--- src/rtl/enigma_pkg.sv ---
// enigma_pkg
//   Shared types and constants for the Enigma core scheduler slice.
//   - sched_state_t : scheduler FSM states
//   - ASCII_A/ASCII_Z : letter range that is routed through the cipher core
//   - TIMEOUT_CHAR : byte substituted for a result the core never produced
//   - CH_ENC/CH_DEC : channel ids; the channel id doubles as the core's decrypt flag
package enigma_pkg;

  typedef enum logic [2:0] {
    IDLE,
    SET,
    GRANT,
    ISSUE,
    WAIT,
    NEXT
  } sched_state_t;

  localparam logic [7:0] ASCII_A      = 8'h41;
  localparam logic [7:0] ASCII_Z      = 8'h5A;
  localparam logic [7:0] TIMEOUT_CHAR = 8'h3F;
  localparam logic       CH_ENC       = 1'b0;
  localparam logic       CH_DEC       = 1'b1;

  function automatic logic is_letter(input logic [7:0] b);
    return (b >= ASCII_A) && (b <= ASCII_Z);
  endfunction

endpackage

--- src/rtl/enigma_rr_arb.sv ---
// enigma_rr_arb
//   Two-way round-robin arbiter, granted per message.
//   Ports:
//     clk, reset_n   clock, synchronous active-low reset
//     req[1:0]       per-channel requests
//     take           holder is latched this cycle (message starts)
//     msg_end        holder's message finished (1-cycle pulse)
//     grant[1:0]     one-hot combinational grant
//     gnt_id         index of the granted channel
//   The pointer only moves at message end, and only when the other channel was
//   already waiting when the holder was picked; with no contention the last
//   winner keeps priority.
module enigma_rr_arb (
  input  logic       clk,
  input  logic       reset_n,
  input  logic [1:0] req,
  input  logic       take,
  input  logic       msg_end,
  output logic [1:0] grant,
  output logic       gnt_id
);

  logic ptr;
  logic holder;
  logic contend;

  always_comb begin
    gnt_id = ptr;
    if (!req[ptr]) gnt_id = ~ptr;
    grant = 2'b00;
    if (|req) grant[gnt_id] = 1'b1;
  end

  always_ff @(posedge clk) begin
    if (!reset_n) begin
      ptr     <= 1'b0;
      holder  <= 1'b0;
      contend <= 1'b0;
    end else begin
      if (take) begin
        holder  <= gnt_id;
        contend <= req[~gnt_id];
      end
      if (msg_end && contend) ptr <= ~holder;
    end
  end

endmodule

--- src/rtl/enigma_core_sched.sv ---
// enigma_core_sched
//   Shares one Enigma cipher core between an encrypting requester (ch0) and a
//   decrypting requester (ch1), one whole message at a time. Letters go through
//   the core; any other byte bypasses it. A core that never answers is recovered
//   by a timeout that substitutes TIMEOUT_CHAR and forces a core re-set.
//   Parameters: TIMEOUT_CYC (cycles from ISSUE to forced abort, >=2),
//               TO_W (timeout counter width, must hold TIMEOUT_CYC)
//   Ports:
//     clk, reset_n                          clock, synchronous active-low reset
//     cfg_load                              key/rotor change pulse
//     chN_valid/chN_data/chN_last/chN_ready byte streams, N = 0,1
//     out_valid/out_ready/out_data/out_ch/out_last/out_err  1-entry result register
//     core_set/core_en/core_valid/core_din/core_dec/core_dout/core_done  core pins
//   Optional: define ENIGMA_SCHED_STATS_EN to add stat_chars0/stat_chars1
//   (delivered results per channel) and stat_timeouts, all saturating.
module enigma_core_sched
  import enigma_pkg::*;
#(
  parameter int TIMEOUT_CYC = 64,
  parameter int TO_W        = 7
) (
  input  logic        clk,
  input  logic        reset_n,
  input  logic        cfg_load,
  input  logic        ch0_valid,
  input  logic [7:0]  ch0_data,
  input  logic        ch0_last,
  output logic        ch0_ready,
  input  logic        ch1_valid,
  input  logic [7:0]  ch1_data,
  input  logic        ch1_last,
  output logic        ch1_ready,
  output logic        out_valid,
  input  logic        out_ready,
  output logic [7:0]  out_data,
  output logic        out_ch,
  output logic        out_last,
  output logic        out_err,
  output logic        core_set,
  output logic        core_en,
  output logic        core_valid,
  output logic [7:0]  core_din,
  output logic        core_dec,
  input  logic [7:0]  core_dout,
  input  logic        core_done
`ifdef ENIGMA_SCHED_STATS_EN
  ,
  output logic [15:0] stat_chars0,
  output logic [15:0] stat_chars1,
  output logic [7:0]  stat_timeouts
`endif
);

  sched_state_t    state, state_nx;
  logic            set_pend;
  logic            byte_last;
  logic [TO_W-1:0] timer;
  logic [1:0]      arb_grant;
  logic            arb_id;
  logic            take, msg_end;
  logic            cur_valid, cur_last, accept_ok, accept, letter;
  logic [7:0]      cur_data;
  logic            timeout_hit, out_take;

  enigma_rr_arb u_arb (
    .clk     (clk),
    .reset_n (reset_n),
    .req     ({ch1_valid, ch0_valid}),
    .take    (take),
    .msg_end (msg_end),
    .grant   (arb_grant),
    .gnt_id  (arb_id)
  );

  // core_dec is the granted channel register, so it cannot change mid-message.
  always_comb begin
    cur_valid   = (core_dec == CH_DEC) ? ch1_valid : ch0_valid;
    cur_data    = (core_dec == CH_DEC) ? ch1_data  : ch0_data;
    cur_last    = (core_dec == CH_DEC) ? ch1_last  : ch0_last;
    accept_ok   = ((state == GRANT) || (state == NEXT)) && !out_valid;
    ch0_ready   = accept_ok && (core_dec == CH_ENC);
    ch1_ready   = accept_ok && (core_dec == CH_DEC);
    accept      = accept_ok && cur_valid;
    letter      = is_letter(cur_data);
    timeout_hit = (state == WAIT) && !core_done && (timer == TO_W'(TIMEOUT_CYC - 1));
    out_take    = out_valid && out_ready;
    core_set    = (state == SET);
    core_valid  = (state == ISSUE);
    core_en     = (state == ISSUE) || ((state == WAIT) && !timeout_hit);
  end

  // A pending set (or a cfg_load arriving this very cycle) beats a new grant,
  // so the core is always re-keyed between messages, never inside one.
  always_comb begin
    state_nx = state;
    take     = 1'b0;
    msg_end  = 1'b0;
    case (state)
      IDLE: begin
        if (set_pend || cfg_load) begin
          state_nx = SET;
        end else if (|arb_grant) begin
          state_nx = GRANT;
          take     = 1'b1;
        end
      end
      SET:   state_nx = IDLE;
      GRANT,
      NEXT: begin
        if (accept) begin
          state_nx = letter ? ISSUE : NEXT;
        end else if ((state == NEXT) && out_take && out_last) begin
          state_nx = IDLE;
          msg_end  = 1'b1;
        end
      end
      ISSUE: state_nx = WAIT;
      WAIT:  if (core_done || timeout_hit) state_nx = NEXT;
      default: state_nx = IDLE;
    endcase
  end

  // Loads into the out register never collide with a held result: bytes are
  // only accepted while it is empty, and WAIT is only reached from an accept.
  always_ff @(posedge clk) begin
    if (!reset_n) begin
      state     <= IDLE;
      set_pend  <= 1'b1;
      core_dec  <= CH_ENC;
      core_din  <= 8'h00;
      byte_last <= 1'b0;
      timer     <= '0;
      out_valid <= 1'b0;
      out_data  <= 8'h00;
      out_ch    <= 1'b0;
      out_last  <= 1'b0;
      out_err   <= 1'b0;
    end else begin
      state <= state_nx;
      if (cfg_load || timeout_hit) set_pend <= 1'b1;
      else if (state == SET)        set_pend <= 1'b0;
      if (take) core_dec <= arb_id;
      if (accept) begin
        byte_last <= cur_last;
        if (letter) core_din <= cur_data;
      end
      if (accept && letter)                        timer <= '0;
      else if ((state == ISSUE) || (state == WAIT)) timer <= timer + 1'b1;
      if (out_take) out_valid <= 1'b0;
      if (accept && !letter) begin
        out_valid <= 1'b1;
        out_data  <= cur_data;
        out_ch    <= core_dec;
        out_last  <= cur_last;
        out_err   <= 1'b0;
      end else if ((state == WAIT) && core_done) begin
        out_valid <= 1'b1;
        out_data  <= core_dout;
        out_ch    <= core_dec;
        out_last  <= byte_last;
        out_err   <= 1'b0;
      end else if (timeout_hit) begin
        out_valid <= 1'b1;
        out_data  <= TIMEOUT_CHAR;
        out_ch    <= core_dec;
        out_last  <= byte_last;
        out_err   <= 1'b1;
      end
    end
  end

`ifdef ENIGMA_SCHED_STATS_EN
  always_ff @(posedge clk) begin
    if (!reset_n) begin
      stat_chars0   <= 16'h0000;
      stat_chars1   <= 16'h0000;
      stat_timeouts <= 8'h00;
    end else begin
      if (out_take && !out_ch && (stat_chars0 != 16'hFFFF)) stat_chars0 <= stat_chars0 + 16'd1;
      if (out_take &&  out_ch && (stat_chars1 != 16'hFFFF)) stat_chars1 <= stat_chars1 + 16'd1;
      if (timeout_hit && (stat_timeouts != 8'hFF)) stat_timeouts <= stat_timeouts + 8'd1;
    end
  end
`endif

endmodule

--- config.mk ---
export PLATFORM = sky130hd
export DESIGN_NAME = enigma_core_sched
export DESIGN_NICKNAME = d
export VERILOG_FILES = /design/src/rtl/enigma_pkg.sv /design/src/rtl/enigma_rr_arb.sv /design/src/rtl/enigma_core_sched.sv
export SDC_FILE = /design/constraint.sdc
export NUM_CORES = 1
export LEC_CHECK = 0
export ABC_CLOCK_PERIOD_IN_PS = 2200
export CAP_MARGIN = 20
export CORE_MARGIN = 2
export CORE_UTILIZATION = 35
export DETAILED_ROUTE_END_ITERATION = 12
export GPL_TIMING_DRIVEN = 1
export PLACE_DENSITY = 0.66
export SYNTH_ARGS = -nofsm -noshare
export SYNTH_HDL_FRONTEND = slang
export SYNTH_SLANG_ARGS = --single-unit
--- constraint.sdc ---
create_clock -name clk -period 2.2 [get_ports clk]
set_input_delay 0.44 -clock clk [delete_from_list [all_inputs] [get_ports clk]]
set_output_delay 0.44 -clock clk [all_outputs]
set_load 0.03 [all_outputs]
# Word level (Yosys, flattened, before mapping)
# Index checks and enable logic that the tools add are counted.
# Widths: inputs -> output; s select.
[op_classes] addsub=1 n_eq_ne=9 bitwise_logic=4 n_reduce_logical=37 n_lt_le_gt_ge=6 muxes=37
[ops] op="$mux 8" n=4
[ops] op="$mux 1" n=24
[ops] op="$mux 3" n=6
[ops] op="$logic_and 1x1->1" n=16
[ops] op="$pmux 3 s4" n=1
[ops] op="$reduce_or 2->1" n=5
[ops] op="$ge 8x7->1 const B" n=1
[ops] op="$le 8x7->1 const B" n=1
[ops] op="$add 7x1->7 const B" n=1
[ops] op="$eq 7x6->1 const B" n=1
[ops] op="$eq 3x2->1 const B" n=2
[ops] op="$eq 3x3->1 const B" n=2
[ops] op="$logic_or 1x1->1" n=6
[ops] op="$lt 1x2->1 const B" n=3
[ops] op="$ne 3x3->1 const B" n=2
[ops] op="$logic_not 1->1" n=4
[ops] op="$not 1->1" n=4
[ops] op="$reduce_bool 4->1" n=1
[ops] op="$eq 3x1->1 const B" n=1
[ops] op="$logic_not 3->1" n=1
[ops] op="$reduce_and 3->1" n=1
[ops] op="$reduce_bool 3->1" n=1
[ops] op="$reduce_or 3->1" n=1
[ops] op="$mux 2" n=1
[ops] op="4 further kinds" n=4
[totals] in_bits=33 reg_bits=35

# Depth between registers and ports, before layout
# Gate-level depths: netlist of run 1.
[depth] word_depth=12 ltp_mapped=7 depth_no_buf=6

# Cells and area by module
# A second synthesis of run 1 with hierarchy kept.
[hier_totals] hier_cells=235 area_unflattened_um2=2087.0
[modules_own_cells] module="enigma_core_sched" cells_per_inst=218 instances=1 seq_area_each_um2=660.6 area_each_um2=1941.9
[modules_own_cells] module="enigma_rr_arb" cells_per_inst=17 instances=1 seq_area_each_um2=60.1 area_each_um2=145.1

# Worst setup path before layout of run 1
# OpenSTA, ideal clock, no wires.
[synth_timing] path_kind="flip-flop to output port" start="register core_dec" end="output port ch1_ready" t_arrival_ps=1820 slack_ps=-60 path_stages_with_launch=4 path_buffers=2 required_ps=1760 cell_sequence="dfxtp_1 -> buf_6 -> clkbuf_1 -> nor3b_1"
[synth_via] elab_chain_cells=1
[synth_lines] item="from (decl)" line_no="enigma_core_sched.sv:43" source="output logic core_dec,"
[synth_lines] item="from (signal assigned)" line_no="enigma_core_sched.sv:142" source="if (take) core_dec <= arb_id;"
[synth_lines] item="$logic_and 1x1->1" line_no="enigma_core_sched.sv:82" source="ch1_ready = accept_ok && (core_dec == CH_DEC);"
[synth_lines] item="to (decl)" line_no="enigma_core_sched.sv:32" source="output logic ch1_ready,"
# Every way passes these cells.

# Worst setup path after layout of run 1
[layout_timing] start="register timer[0]" end="output port core_en"
[layout_via] elab_chain_cells=5
[layout_lines] item="from (decl)" line_no="enigma_core_sched.sv:57" source="logic [TO_W-1:0] timer;"
[layout_lines] item="from (signal assigned)" line_no="enigma_core_sched.sv:148" source="else if ((state == ISSUE) || (state == WAIT)) timer <= timer + 1'b1;"
[layout_lines] item="$eq 7x6->1" line_no="enigma_core_sched.sv:85" source="timeout_hit = (state == WAIT) && !core_done && (timer == TO_W'(TIMEOUT_CYC - 1));"
[layout_lines] item="$logic_and 1x1->1" line_no="enigma_core_sched.sv:85"
[layout_lines] item="$logic_not 1->1" line_no="enigma_core_sched.sv:89" source="core_en = (state == ISSUE) || ((state == WAIT) && !timeout_hit);"
[layout_lines] item="$logic_and 1x1->1" line_no="enigma_core_sched.sv:89"
[layout_lines] item="$logic_or 1x1->1" line_no="enigma_core_sched.sv:89"
[layout_lines] item="to (decl)" line_no="enigma_core_sched.sv:40" source="output logic core_en,"
# Every way passes these cells.

==> impl_metrics.csv, run 1 <==
group,metric,value,unit
clock_network,clockRootBuffer,"clkbuf_8",
cells_and_area,syn2layout_area_growth,47.0,%
critical_path,rrSetupSlack,0.14,ns
routing,route.vias.total,2010,
critical_path,path_delay_family,"simple AND/OR/NAND/NOR gates",
timing,worst_slew_pin_slew,0.467,ns
cells_and_area,nets,337,
timing,skew,0.00822,ns
cells_and_area,antenna_cells,0,
critical_path,start_kind,"flop",
cells_and_area,fin_area,2870,um^2
critical_path,cp-end-kind,"primary output",
critical_path,cp_max_fo,3,
hold_path,hp-class,"flop to flop",
grt,grt_max_degree,20,
floorplan,start_util,35.8,%
placed_design,portBuffers,58,
floorplan,std_cell_rows,27,
logic_synthesis,synthTopCellsByArea,"dfxtp_1, a21oi_1, mux2_2",
cells_and_area,fill_cells,514,
routing,drtAntennaViolNets,0,
critical_path,path_depth,5,
clock_network,ctsLongestPathBuffers,2,
pwr,ir_drop,341,uV
timing,hold_slack,0.433,ns
routing,top_layer,"met4",
clock_network,cts_tree,"yes",
grt,track_usage,18.5,%
floorplan,coreArea,5440,um^2
logic_synthesis,synth-edff-count,0,
floorplan,die_height,78.6,um
critical_path,cp_num_buf_inv,1,
timing,slew_viol_final,0,
clock_network,htree_levels,2,
timing,tns,0,ns
critical_path,max_stage_delay,0.38,ns
logic_synthesis,avgSynthCellArea,8.59,um^2
routing,met1_length,2580,um
routing,drt_iter0_drc,86,
placed_design,dp_hpwl,4060,um
critical_path,reg2reg_to,"state[2]$_SDFFE_PN0P_",
timing,finalCritPeriodShare,98.1,%
floorplan,die_w,78.6,um
timing,finalHoldViolations,0,
cells_and_area,drive_above_1_share,22.4,%
clock_network,numCtsBuffers,5,
run_status,status,"finished, final reports clean",
logic_synthesis,synth_seq_cells,35,
pwr,p_per_area,485,nW/um^2
critical_path,arrival,1.72,ns
logic_synthesis,synth_cell_type_count,58,
critical_path,endpoint,"core_en",
critical_path,reg2reg_from,"core_dec$_SDFFE_PN0P_",
routing,wl_met2,2470,um
pwr,p_leak,1.00,nW
logic_synthesis,syn-num-nets,261,
timing,fmax,463,MHz
floorplan,io_pins,59,
critical_path,reg2reg_depth,6,
clock_network,clkTransAtPathRegs,0.07,ns
critical_path,slowest_stage,"or3b_4",
clock_network,cts.sinks,35,
timing,setup_viol,0,
logic_synthesis,ys.warnings.count,0,
grt,overflow,0,
grt,grt_pass1_wl,8990,um
routing,first_pass_iters,4,
logic_synthesis,synthArstFlopShare,0,%
placed_design,post_dp_cell_area,2700,um^2
timing,min_period,2.16,ns
placed_design,gp_congestion,0.782,
critical_path,crit_chain,"ha_4 -> and4b_2 -> or3b_4 -> o21a_1 -> buf_6",
floorplan,die_area,6180,um^2
critical_path,critPathKind,"flop to primary output",
critical_path,cp.required,1.76,ns
critical_path,cp-startpoint,"timer[0]$_SDFFE_PP0P_",
logic_synthesis,yosysTopAreaCell,"dfxtp_1",
grt,antenna_found_initial,0,
grt,grt_pass1_vias,1883,
logic_synthesis,ys_seq_area_share,35.9,%
routing,wl_per_cell,14.7,um
routing,drc,0,
clock_network,clock_latency,0.29,ns
logic_synthesis,syn_inst,227,
job,maxCapViolCount,0,
timing,max_slew_margin,68.7,%
logic_synthesis,syn-cell-area,1950,um^2
routing,wl_met3,400,um
routing,vias_per_cell,5.36,
logic_synthesis,netlist.area_leader.share,35.9,%
cells_and_area,utilization,52.7,%
routing,wl,5520,um
logic_synthesis,synth_ff_type,"dfxtp_1",
clock_network,hold_buffers,0,
timing,rsz0062_at_grt,"yes",
[cells by family after synthesis]
| logic type | count (synthesis) | synth area share [%] |
|---|---|---|
| multiplexers | 13 | 7.12 |
| XOR/XNOR | 5 | 2.25 |
| AO/OA/AOI/OAI | 63 | 22.9 |
| buffers and inverters | 22 | 6.74 |
| flip-flops | 35 | 35.9 |
| adder cells (fa/ha/maj) | 1 | 0.642 |
| AND/OR/NAND/NOR | 88 | 24.4 |
[synth_stat cells, drive strengths merged, types with 5 or more instances]
cell	count
nor4	5
a211oi	6
buf	10
mux2	7
dfxtp	35
nor2	18
mux2i	6
o21ai	7
nand3	6
nand2	17
inv	5
a31oi	6
clkbuf	7
a21oi	19
nor3	15
[power breakdown]
group | internal [mW] | switching [mW]
Clock | 0.246 | 0.230
Sequential | 0.646 | 0.0145
Combinational | 0.135 | 0.119
[layout by cell type, fill, tap and decap left out, types with 6 or more instances in the layout]
| cell | netlist | routed |
|---|---|---|
| a211oi_1 | 6 | 6 |
| a21oi_1 | 19 | 19 |
| a31oi_1 | 6 | 6 |
| buf_4 | 2 | 28 |
| clkbuf_8 | 0 | 6 |
| clkdlybuf4s50_1 | 0 | 54 |
| dfxtp_1 | 35 | 30 |
| mux2_2 | 7 | 7 |
| mux2i_1 | 6 | 6 |
| nand2_1 | 17 | 17 |
| nand3_1 | 6 | 6 |
| nor2_1 | 18 | 18 |
| nor3_1 | 14 | 13 |
[repair_timing]
action / in CTS / in global routing
pin swaps: 0 / 4
gates resized for setup: 9 / 10
setup buffers: 2 / 1
endpoints found under the setup margin: 7 / 18
cloned: 0 / 1
[area by class of cell]
| cell class | instances | area (um^2) | area share [%] |
|---|---|---|---|
| clock inverter | 1 | 5.00 | 0.175 |
| tap | 72 | 90.1 | 3.14 |
| timing repair buffer | 86 | 802 | 28.0 |
| sequential | 35 | 709 | 24.8 |
| multi-input combinational | 170 | 1160 | 40.4 |
| inverter | 5 | 18.8 | 0.655 |
| clock buffer | 6 | 82.6 | 2.88 |
[sequential cells by signal (all words and copies together) (netlist names), 3 cells and up]
signal / count
core_din: 8
out_data: 8
state: 3
timer: 7
[per-stage QoR]
step	instances	total power, mW	setup slack, ns
global placement	364	0.920	-0.149
CTS	373	1.39	0.0244
finish	375	1.39	0.0421
detailed placement	364	0.921	-0.244
global route	375	1.44	-0.0271
floorplan	227	0.796	0.0844
[worst min path at each step]
stage,startpoint,end,slack [ns],cells after the start
after global placement,core_din[5]$_SDFFE_PN0P_,core_din[5]$_SDFFE_PN0P_,0.42,2
after global routing,core_din[7]$_SDFFE_PN0P_,core_din[7]$_SDFFE_PN0P_,0.46,2
final,core_din[5]$_SDFFE_PN0P_,core_din[5]$_SDFFE_PN0P_,0.43,2
after CTS,core_din[5]$_SDFFE_PN0P_,core_din[5]$_SDFFE_PN0P_,0.44,2
after floorplan,timer[6]$_SDFFE_PP0P_,timer[6]$_SDFFE_PP0P_,0.45,2
after detailed placement,core_din[5]$_SDFFE_PN0P_,core_din[5]$_SDFFE_PN0P_,0.43,2
[layer usage]
layer	up-vias	track usage, %
li1	1001	-
met1	936	25.3
met2	65	27.9
met3	8	4.94
met4	0	6.49
met5	-	0
[worst min-delay path: stages (launching register included)]
cell and delay [ns]:
dfxtp_1 0.31, inv_1 0.05, nor2_1 0.03
No activity file was read; power rests on OpenSTA's default activity.
==> run 2: changes to the inputs <==
Settings changed: ABC_CLOCK_PERIOD_IN_PS 2200 to 2300, GPL_TIMING_DRIVEN 1 to 0, SETUP_SLACK_MARGIN set to 0.3.
Clock period 2.2 ns to 2.3 ns, I/O delays scaled along.
==> run 2 against run 1 <==
Sequential cell count did not move. Largest cell class unchanged. Worst setup slack lost 0.033 ns. Critical path depth up 1. Count of clock-buffer cells in the layout unchanged. Non-clock buffer count up 19. First-iteration DRC count rose by 69%.
==> impl_metrics.csv, run 2 (synthesis results as in run 1) <==
group,metric,value,unit
routing,drt_iter0_drc,145,
critical_path,critPathKind,"flop to primary output",
job,maxCapViolCount,0,
clock_network,clockRootBuffer,"clkbuf_8",
clock_network,numCtsBuffers,5,
cells_and_area,syn2layout_area_growth,71.6,%
grt,grt_pass1_wl,10300,um
floorplan,die_height,78.6,um
clock_network,htree_levels,2,
grt,grt_max_degree,12,
cells_and_area,final_common_cell,"clkdlybuf4s50_1",
hold_path,hp-class,"flop to flop",
clock_network,cts.sinks,35,
timing,rsz0062_at_grt,"yes",
clock_network,clkTransAtPathRegs,0.08,ns
grt,overflow,0,
pwr,swShare,26.3,%
run_status,status,"finished, final reports clean",
routing,route.vias.total,2185,
pwr,p_leak,1.23,nW
grt,track_usage,21.2,%
critical_path,cp.required,1.84,ns
pwr,ir_drop,452,uV
cells_and_area,nets,358,
critical_path,cp-end-kind,"primary output",
routing,wl_per_cell,16.8,um
routing,drc,0,
floorplan,std_cell_rows,27,
clock_network,hold_buffers,0,
pwr,power.net_switching,0.398,mW
clock_network,clock_latency,0.29,ns
placed_design,gp_congestion,0.846,
timing,tns,0,ns
timing,skew,0.00704,ns
pwr,p_per_area,453,nW/um^2
routing,drtAntennaViolNets,0,
timing,setup_viol,0,
placed_design,pre_cts_ws,-0.437,ns
cells_and_area,top_regs,"core_din (8), out_data (8), timer (7)",
timing,max_slew_margin,58.9,%
placed_design,portBuffers,57,
clock_network,cts_tree,"yes",
timing,finalCritPeriodShare,99.6,%
floorplan,start_util,35.8,%
pwr,power_frac_seq,41.3,%
clock_network,ctsLongestPathBuffers,2,
floorplan,coreArea,5440,um^2
timing,fmax,437,MHz
floorplan,io_pins,59,
floorplan,die_w,78.6,um
timing,finalHoldViolations,0,
cells_and_area,final_cell_mix,"clkdlybuf4s50_1, dfxtp_1, buf_4",
timing,worst_slew_pin_slew,0.616,ns
routing,first_pass_iters,4,
cells_and_area,fill_cells,463,
critical_path,start_kind,"flop",
routing,vias_per_cell,5.50,
critical_path,cp_max_fo,2,
placed_design,dp_hpwl,4120,um
pwr,fin_total_pwr,1.52,mW
pwr,comb_power_share,19.8,%
pwr,internal_power,1.12,mW
cells_and_area,antenna_cells,0,
timing,fin_ws,0.00930,ns
critical_path,arrival,1.83,ns
timing,min_period,2.29,ns
floorplan,die_area,6180,um^2
cells_and_area,drive_above_1_share,34.2,%
timing,slew_viol_final,0,
timing,hold_slack,0.427,ns
routing,wl,6660,um
pwr,p_clk_share,38.9,%
cells_and_area,utilization,61.5,%
grt,grt_pass1_vias,2072,
grt,antenna_found_initial,0,
==> run 2: cell count changes in the layout (fill, tap and decap cells not counted), sizes merged <==
cell / change
bufinv: +1
clkdlybuf4s50: -16
clkbuf: +8
buf: +12
o22ai: +1
dlymetal6s2s: +4
dlygate4sd2: +11
o21ai: +1
==> run 2: worst paths after layout <==
| path | from | end | slack [ns] | depth (start not counted) |
|---|---|---|---|---|
| worst max register to register | timer[1]$_SDFFE_PP0P_ | out_data[1]$_SDFFE_PN0P_ | 0.32 | 8 |
| worst min-delay path | core_din[5]$_SDFFE_PN0P_ | core_din[5]$_SDFFE_PN0P_ | 0.43 | 2 |
| worst max-delay path | timer[1]$_SDFFE_PP0P_ | core_en | 0.009 | 6 |
| worst min register to register | core_din[5]$_SDFFE_PN0P_ | core_din[5]$_SDFFE_PN0P_ | 0.43 | 2 |
==> run 2: per-layer routing <==
| layer | vias up | GRT usage, % | wire [um] |
|---|---|---|---|
| li1 | 1045 | - | - |
| met5 | - | 0 | 0 |
| met1 | 1044 | 28.5 | 2870 |
| met2 | 83 | 33.6 | 3210 |
| met4 | 0 | 6.32 | 100 |
| met3 | 13 | 4.94 | 477 |
==> run 2: what timing repair did <==
item	4_1_cts	5_1_grt
setup endpoints to repair	36	32
buffers inserted	17	12
resized for setup	65	43
pin swaps	12	18
cloned	2	2
==> run 2: power by group through the flow <==
stage               Clock, mW  Sequential [mW]  Combinational, mW
floorplan                   0            0.648              0.115
global placement            0            0.639              0.230
detailed placement          0            0.640              0.231
CTS                     0.592            0.626              0.264
global route            0.622            0.627              0.320
finish                  0.589            0.626              0.301
==> run 2: layout make-up <==
cell class / instances / area (um^2) / area share (%)
repair buffers: 88 / 832 / 24.9
well taps: 72 / 90.1 / 2.69
flip-flops and latches: 35 / 709 / 21.2
clock buffers: 6 / 82.6 / 2.47
plain buffers: 17 / 151 / 4.53
multi-input cells: 172 / 1430 / 42.6
clock inverters: 2 / 35.0 / 1.05
inverters: 5 / 18.8 / 0.561
==> run 2: critical path, cell delays in order, from the launching register on <==
cell and delay (ns):
dfxtp_2 0.36, ha_4 0.14, and4b_1 0.21, or3b_4 0.39, buf_8 0.13, o21a_4 0.18
buf_6 0.13
==> run 2: stage by stage <==
stage	area, um^2	cells
after floorplan	1980	227
after global placement	2650	356
after detailed placement	2650	356
after CTS	3060	383
after global routing	3340	397
final	3340	397
==> run 3: changes to the inputs <==
Settings changed: CTS_CLUSTER_DIAMETER set to 150.
==> results of run 3 <==
Final layout, timing and power as in run 2 (identical DEF).
